### src/rtl/instr_fetch_unit_pkg.sv
// Shared constants and helpers for the instruction fetch unit.
// Provides the RVC quadrant test used by the aligner.
package instr_fetch_unit_pkg;

  localparam int XLEN = 32;
  localparam int HALF_W = 16;
  localparam logic [1:0] OPC_32B = 2'b11;

  function automatic logic is_rvc(
    input logic [HALF_W-1:0] half
  );
    return half[1:0] != OPC_32B;
  endfunction

endpackage

### src/rtl/instr_aligner.sv
// Combinational RV32IC extractor: word + held halfword -> instruction.
// Ports: word/hold/hold_valid/pc_half in; instr, flags, next hold, pc step out.
module instr_aligner
  import instr_fetch_unit_pkg::*;
(
  input  logic [XLEN-1:0]   word,
  input  logic [HALF_W-1:0] hold,
  input  logic              hold_valid,
  input  logic              pc_half,
  output logic [XLEN-1:0]   instr,
  output logic              is_compressed,
  output logic              valid,
  output logic              consume_word,
  output logic [HALF_W-1:0] next_hold,
  output logic              next_hold_valid,
  output logic [1:0]        pc_incr
);

  logic lo_rvc;
  logic hi_rvc;
  logic hold_rvc;

  assign lo_rvc   = is_rvc(word[15:0]);
  assign hi_rvc   = is_rvc(word[31:16]);
  assign hold_rvc = is_rvc(hold);

  // pc_incr counts halfwords; 0 means a bubble
  always_comb begin
    instr           = '0;
    is_compressed   = 1'b0;
    valid           = 1'b0;
    consume_word    = 1'b0;
    next_hold       = hold;
    next_hold_valid = 1'b0;
    pc_incr         = 2'd0;
    unique case (1'b1)
      hold_valid: begin
        valid = 1'b1;
        if (hold_rvc) begin
          instr         = {16'h0, hold};
          is_compressed = 1'b1;
          pc_incr       = 2'd1;
        end else begin
          instr           = {word[15:0], hold};
          consume_word    = 1'b1;
          next_hold       = word[31:16];
          next_hold_valid = 1'b1;
          pc_incr         = 2'd2;
        end
      end
      (!hold_valid && !pc_half): begin
        valid        = 1'b1;
        consume_word = 1'b1;
        if (lo_rvc) begin
          instr           = {16'h0, word[15:0]};
          is_compressed   = 1'b1;
          next_hold       = word[31:16];
          next_hold_valid = 1'b1;
          pc_incr         = 2'd1;
        end else begin
          instr   = word;
          pc_incr = 2'd2;
        end
      end
      (!hold_valid && pc_half): begin
        consume_word = 1'b1;
        if (hi_rvc) begin
          valid         = 1'b1;
          instr         = {16'h0, word[31:16]};
          is_compressed = 1'b1;
          pc_incr       = 2'd1;
        end else begin
          // upper half starts a 32-bit op: park it, fetch the rest
          next_hold       = word[31:16];
          next_hold_valid = 1'b1;
        end
      end
      default: begin
      end
    endcase
  end

endmodule

### src/rtl/instr_fetch_unit.sv
// Fetch unit: owns PC, drives instr_cache word address, hands decode one
// instruction per cycle over valid/ready; redirect restarts fetch.
module instr_fetch_unit
  import instr_fetch_unit_pkg::*;
#(
  parameter logic [31:0] RESET_PC = 32'h0000_0000,
  parameter int          ADDR_W   = 29
) (
  input  logic              clk_i,
  input  logic              rst_i,
  output logic [ADDR_W-1:0] mem_addr_o,
  input  logic [XLEN-1:0]   mem_data_i,
  output logic              instr_valid_o,
  input  logic              instr_ready_i,
  output logic [XLEN-1:0]   instr_o,
  output logic [XLEN-1:0]   pc_o,
  output logic              is_compressed_o,
  input  logic              redirect_i,
  input  logic [XLEN-1:0]   redirect_pc_i
);

  logic [XLEN-1:1]   pc_q;
  logic [ADDR_W-1:0] fetch_q;
  logic [HALF_W-1:0] hold_q;
  logic              hold_valid_q;

  logic [XLEN-1:0]   al_instr;
  logic              al_rvc;
  logic              al_valid;
  logic              al_consume;
  logic [HALF_W-1:0] al_hold;
  logic              al_hold_valid;
  logic [1:0]        al_incr;
  logic              advance;
  logic              unused_pc_bit0;

  assign unused_pc_bit0 = redirect_pc_i[0];

  instr_aligner u_aligner (
    .word            (mem_data_i),
    .hold            (hold_q),
    .hold_valid      (hold_valid_q),
    .pc_half         (pc_q[1]),
    .instr           (al_instr),
    .is_compressed   (al_rvc),
    .valid           (al_valid),
    .consume_word    (al_consume),
    .next_hold       (al_hold),
    .next_hold_valid (al_hold_valid),
    .pc_incr         (al_incr)
  );

  // a bubble advances without a handshake
  assign advance = !al_valid || instr_ready_i;

  assign mem_addr_o      = fetch_q;
  assign pc_o            = {pc_q, 1'b0};
  assign instr_valid_o   = al_valid && !rst_i && !redirect_i;
  assign instr_o         = instr_valid_o ? al_instr : '0;
  assign is_compressed_o = instr_valid_o && al_rvc;

  always_ff @(posedge clk_i or posedge rst_i) begin
    if (rst_i) begin
      pc_q         <= RESET_PC[XLEN-1:1];
      fetch_q      <= RESET_PC[ADDR_W+1:2];
      hold_q       <= '0;
      hold_valid_q <= 1'b0;
    end else if (redirect_i) begin
      pc_q         <= redirect_pc_i[XLEN-1:1];
      fetch_q      <= redirect_pc_i[ADDR_W+1:2];
      hold_valid_q <= 1'b0;
    end else if (advance) begin
      pc_q         <= pc_q + {{(XLEN-3){1'b0}}, al_incr};
      fetch_q      <= fetch_q + {{(ADDR_W-1){1'b0}}, al_consume};
      hold_q       <= al_hold;
      hold_valid_q <= al_hold_valid;
    end
  end

endmodule

### config.mk
export PLATFORM = sky130hd
export DESIGN_NAME = instr_fetch_unit
export DESIGN_NICKNAME = d
export VERILOG_FILES = /design/src/rtl/instr_fetch_unit_pkg.sv /design/src/rtl/instr_aligner.sv /design/src/rtl/instr_fetch_unit.sv
export SDC_FILE = /design/constraint.sdc
export NUM_CORES = 1
export LEC_CHECK = 0
export BUFFER_PORTS_ARGS = -buffer_cell sky130_fd_sc_hd__buf_2
export CAP_MARGIN = 5
export CORE_ASPECT_RATIO = 0.75
export CORE_MARGIN = 1
export CORE_UTILIZATION = 30
export DETAILED_ROUTE_END_ITERATION = 7
export PLACE_DENSITY_LB_ADDON = 0.12
export SYNTH_ARGS = -nofsm -noshare
export SYNTH_HDL_FRONTEND = slang
export SYNTH_SLANG_ARGS = --single-unit
### constraint.sdc
create_clock -name clk_i -period 11.1 [get_ports clk_i]
set_input_delay 2.775 -clock clk_i [delete_from_list [all_inputs] [get_ports clk_i]]
set_output_delay 2.775 -clock clk_i [all_outputs]
set_load 0.005 [all_outputs]
==> metrics.md <==
| Metric | Value |
|---|---|
| PnR worst setup slack | 3862 ps |
| Status | complete, no violations |
| Setup tns final | 0 ps |
| Psw | 0.2971 mW |
| Worst Path Class, Setup | primary input to output pin |
| Clk buf depth | 2 |
| Initial Util | 0.3093 |
| Crit path DAT | 4460 ps |
| CTS tree | yes |
| Synth cell types | 54 |
| CTS sink cnt | 77 |
| Seq pwr share | 0.431 |
| Reg2reg path depth | 8 |
| Clock latency on the worst-skew pair | 340 ps |
| Pwr Density | 144.0 nW/µm² |
| Reg-to-Reg Start | hold_valid_q$_DFFE_PP0P_ |
| Largest net degree at the start of global routing | 71 |
| Routing usage on met1 | 0.2885 |
| Clk network pwr share | 0.313 |
| Chip width | 150.8 µm |
| Post-synth EDFFs | 0 |
| Post-CTS Setup Inserts | 0 |
| Worst Setup Start Kind | primary input |
| Pre-antenna DRT Iters | 5 |
| Std cell rows | 40 |
| Root buffer cell | clkbuf_16 |
| Area fraction of the dominant cell type after synthesis | 0.3865 |
| Clock Skews | 5.749 ps |
| Vias in the first global route | 4776 |
| RSZ-0062 raised after global routing | no |
| Critical Path Fanout Max | 58 |
| Global-route wire length before repair | 26370 µm |
| Minimum clock period | 7238 ps |
| DP Cell Count | 900 |
| Clock-pin slew on the worst setup and hold paths | 60 ps |
| Routability Congestion | 0.8185 |
| Crit. Startpoint | redirect_i |
| Core box area | 16120 µm² |
| Max-cap violations | 0 |
| Worst relative slew slack | 0.2799 |
| Main synth FF type | dfrtp_1 |
| Layout area overhead | 24.57% |
| Avg WL per Cell | 18.57 µm |
| Antenna cell count | 0 |
| Most frequent cells in the layout | buf_2, dfrtp_1, nor2_1, nand2_1, a211oi_1 |
| Hold Crit Depth | 1 |
| Fmax | 138.2 MHz |
| Grt met3 use | 0.05440 |
| Internal | 0.5972 mW |
| IO Count | 163 |
| Initial drt markers | 320 |
| Non-filler cells, final | 915 |
| Post-synthesis register bit count | 77 |
| Post-Syn Area | 4985 µm² |
| Total CTS buffers | 9 |
| # DRC | 0 |
| Worst Max-Slew Pin Slew | 1076 ps |
| HP Class | flip-flop to flip-flop |
| Most common cell after layout, fill and taps aside | buf_2 |
| Setup violators final | 0 |
| GRT overflow | 0 |
| CTS Hold Buffers Added | 0 |
| Hold_sp | hold_q[12]$_DFFE_PP0P_ |
| Global routing usage on met2 | 0.2942 |
| Synth Warn # | 0 |
| Net Sw Frac | 0.3322 |
| Fin. max-slew vios | 0 |
| WL final | 16990 µm |
| Area of the die | 17140 µm² |
| GRT busiest layer | met2 |
| Synth area leaders | dfrtp_1, mux2_2, nor2_1, a211oi_1, a222oi_1 |
| Final worst-path cycle share | 0.6521 |
| Peak supply drop | 0.07216 mV |
| Synth async-reset ratio | 1.000 |
| H-tree lvl count | 3 |
| Post-Synthesis Cells | 564 |
| I/O Buffers | 160 |
| Final #Nets | 774 |
| Share of layout cells above drive strength 1 | 0.3021 |
| Via density | 5.677 |
| Worst Setup Slack post-DPL | 3837 ps |
| CP endpoint kind | output pin |
| Post-cts resize count | 0 |
| Register area share after synthesis | 0.3865 |
| LEAKAGE | 2.644 nW |
| Die Span Y | 113.6 µm |
| Initial antenna violation count | 0 |
| Comb pwr share | 0.256 |
| Mean area per synthesized cell | 8.838 µm² |
| Antenna viol nets, final | 0 |
| Gr usage total | 0.1998 |
| DPL Wire Length | 12140 µm |
| Fin. Hold Viols | 0 |
| Worst Path Required | 8330 ps |
| Via count | 5194 |
| Synth area leader | dfrtp_1 |
| Syn nets | 637 |
[layer usage]
layer	wire (µm)	up-vias
met1	8387	2536
met2	7221	186
met5	0	-
met4	150	0
li1	-	2460
met3	1231	12
[power groups by stage]
stage | Sequential, mW | Combinational, mW | Clock (mW)
after floorplan | 0.374 | 0.148 | 0
after global placement | 0.388 | 0.226 | 0
after CTS | 0.385 | 0.232 | 0.290
after global routing | 0.394 | 0.257 | 0.303
after detailed placement | 0.389 | 0.231 | 0
final | 0.386 | 0.229 | 0.280
[synthesized netlist by cell type, types with 5 or more instances]
cell type,n
or3_1,5
a31oi_1,18
nor4_1,14
nor2_1,71
a21o_1,7
dfrtp_1,77
o2111ai_1,7
xnor2_1,11
inv_1,14
o211ai_1,6
and4_1,11
clkbuf_1,27
a22oi_1,15
o21ai_0,15
a222oi_1,14
nand4_1,13
nand2b_1,7
a21oi_1,15
nand2_1,33
or4_1,17
buf_2,7
nand3_1,21
and3_1,8
mux2_2,24
o31ai_1,18
nor3_1,8
a211oi_1,27
[critical path: stages]
cell,delay (ps)
buf_2,800
inv_2,60
nand3_1,100
buf_4,330
inv_1,90
and2_1,160
buf_2,120
[kinds of logic (layout without fill, tap and decap cells)]
logic type / count (synthesis) / in the layout / synth area share
xor+xnor: 15 / 15 / 0.02635
compound gates: 157 / 157 / 0.2287
simple gates: 228 / 228 / 0.2407
buf+inv: 55 / 196 / 0.04468
other cells: 1 / 1 / 0.0007523
flops: 77 / 77 / 0.3865
fa+ha+maj: 5 / 5 / 0.01406
mux: 26 / 26 / 0.05823
[cell type report]
cell class	count	area, µm²
sequential	77	1927
inverter	15	57.56
tap	210	262.8
clock buffer	11	252.7
multi-input combinational	432	2840
clock inverter	4	23.77
timing repair buffer	166	845.8
fill	1673	9906
[registers in the layout, summed over array words and instances, names as in the netlist]
signal,flops
hold_valid_q,1
hold_q,16
pc_q,31
mem_addr_o,29
[worst paths after layout]
path                       slack (ps)                endpoint
max in group asynchronous        7560    pc_q[11]$_DFFE_PP0P_
min                               510  hold_q[12]$_DFFE_PP0P_
min in group asynchronous        2510    pc_q[22]$_DFFE_PP0P_
max reg2reg                      6590    pc_q[31]$_DFFE_PP0P_
max                              3860         is_compressed_o
min reg2reg                       510  hold_q[12]$_DFFE_PP0P_
[per-stage QoR]
step,util,hold slack [ps],power [mW],area (µm²)
after floorplan,-,480.4,0.5219,4985
after detailed placement,0.3682,495.6,0.6201,5933
after global placement,0.3682,492.6,0.6131,5933
after global routing,0.3853,530.3,0.9546,6210
after CTS,0.3853,513.8,0.9067,6210
final,0.3853,510.7,0.8943,6210
No activity file was read; power rests on OpenSTA's default activity.
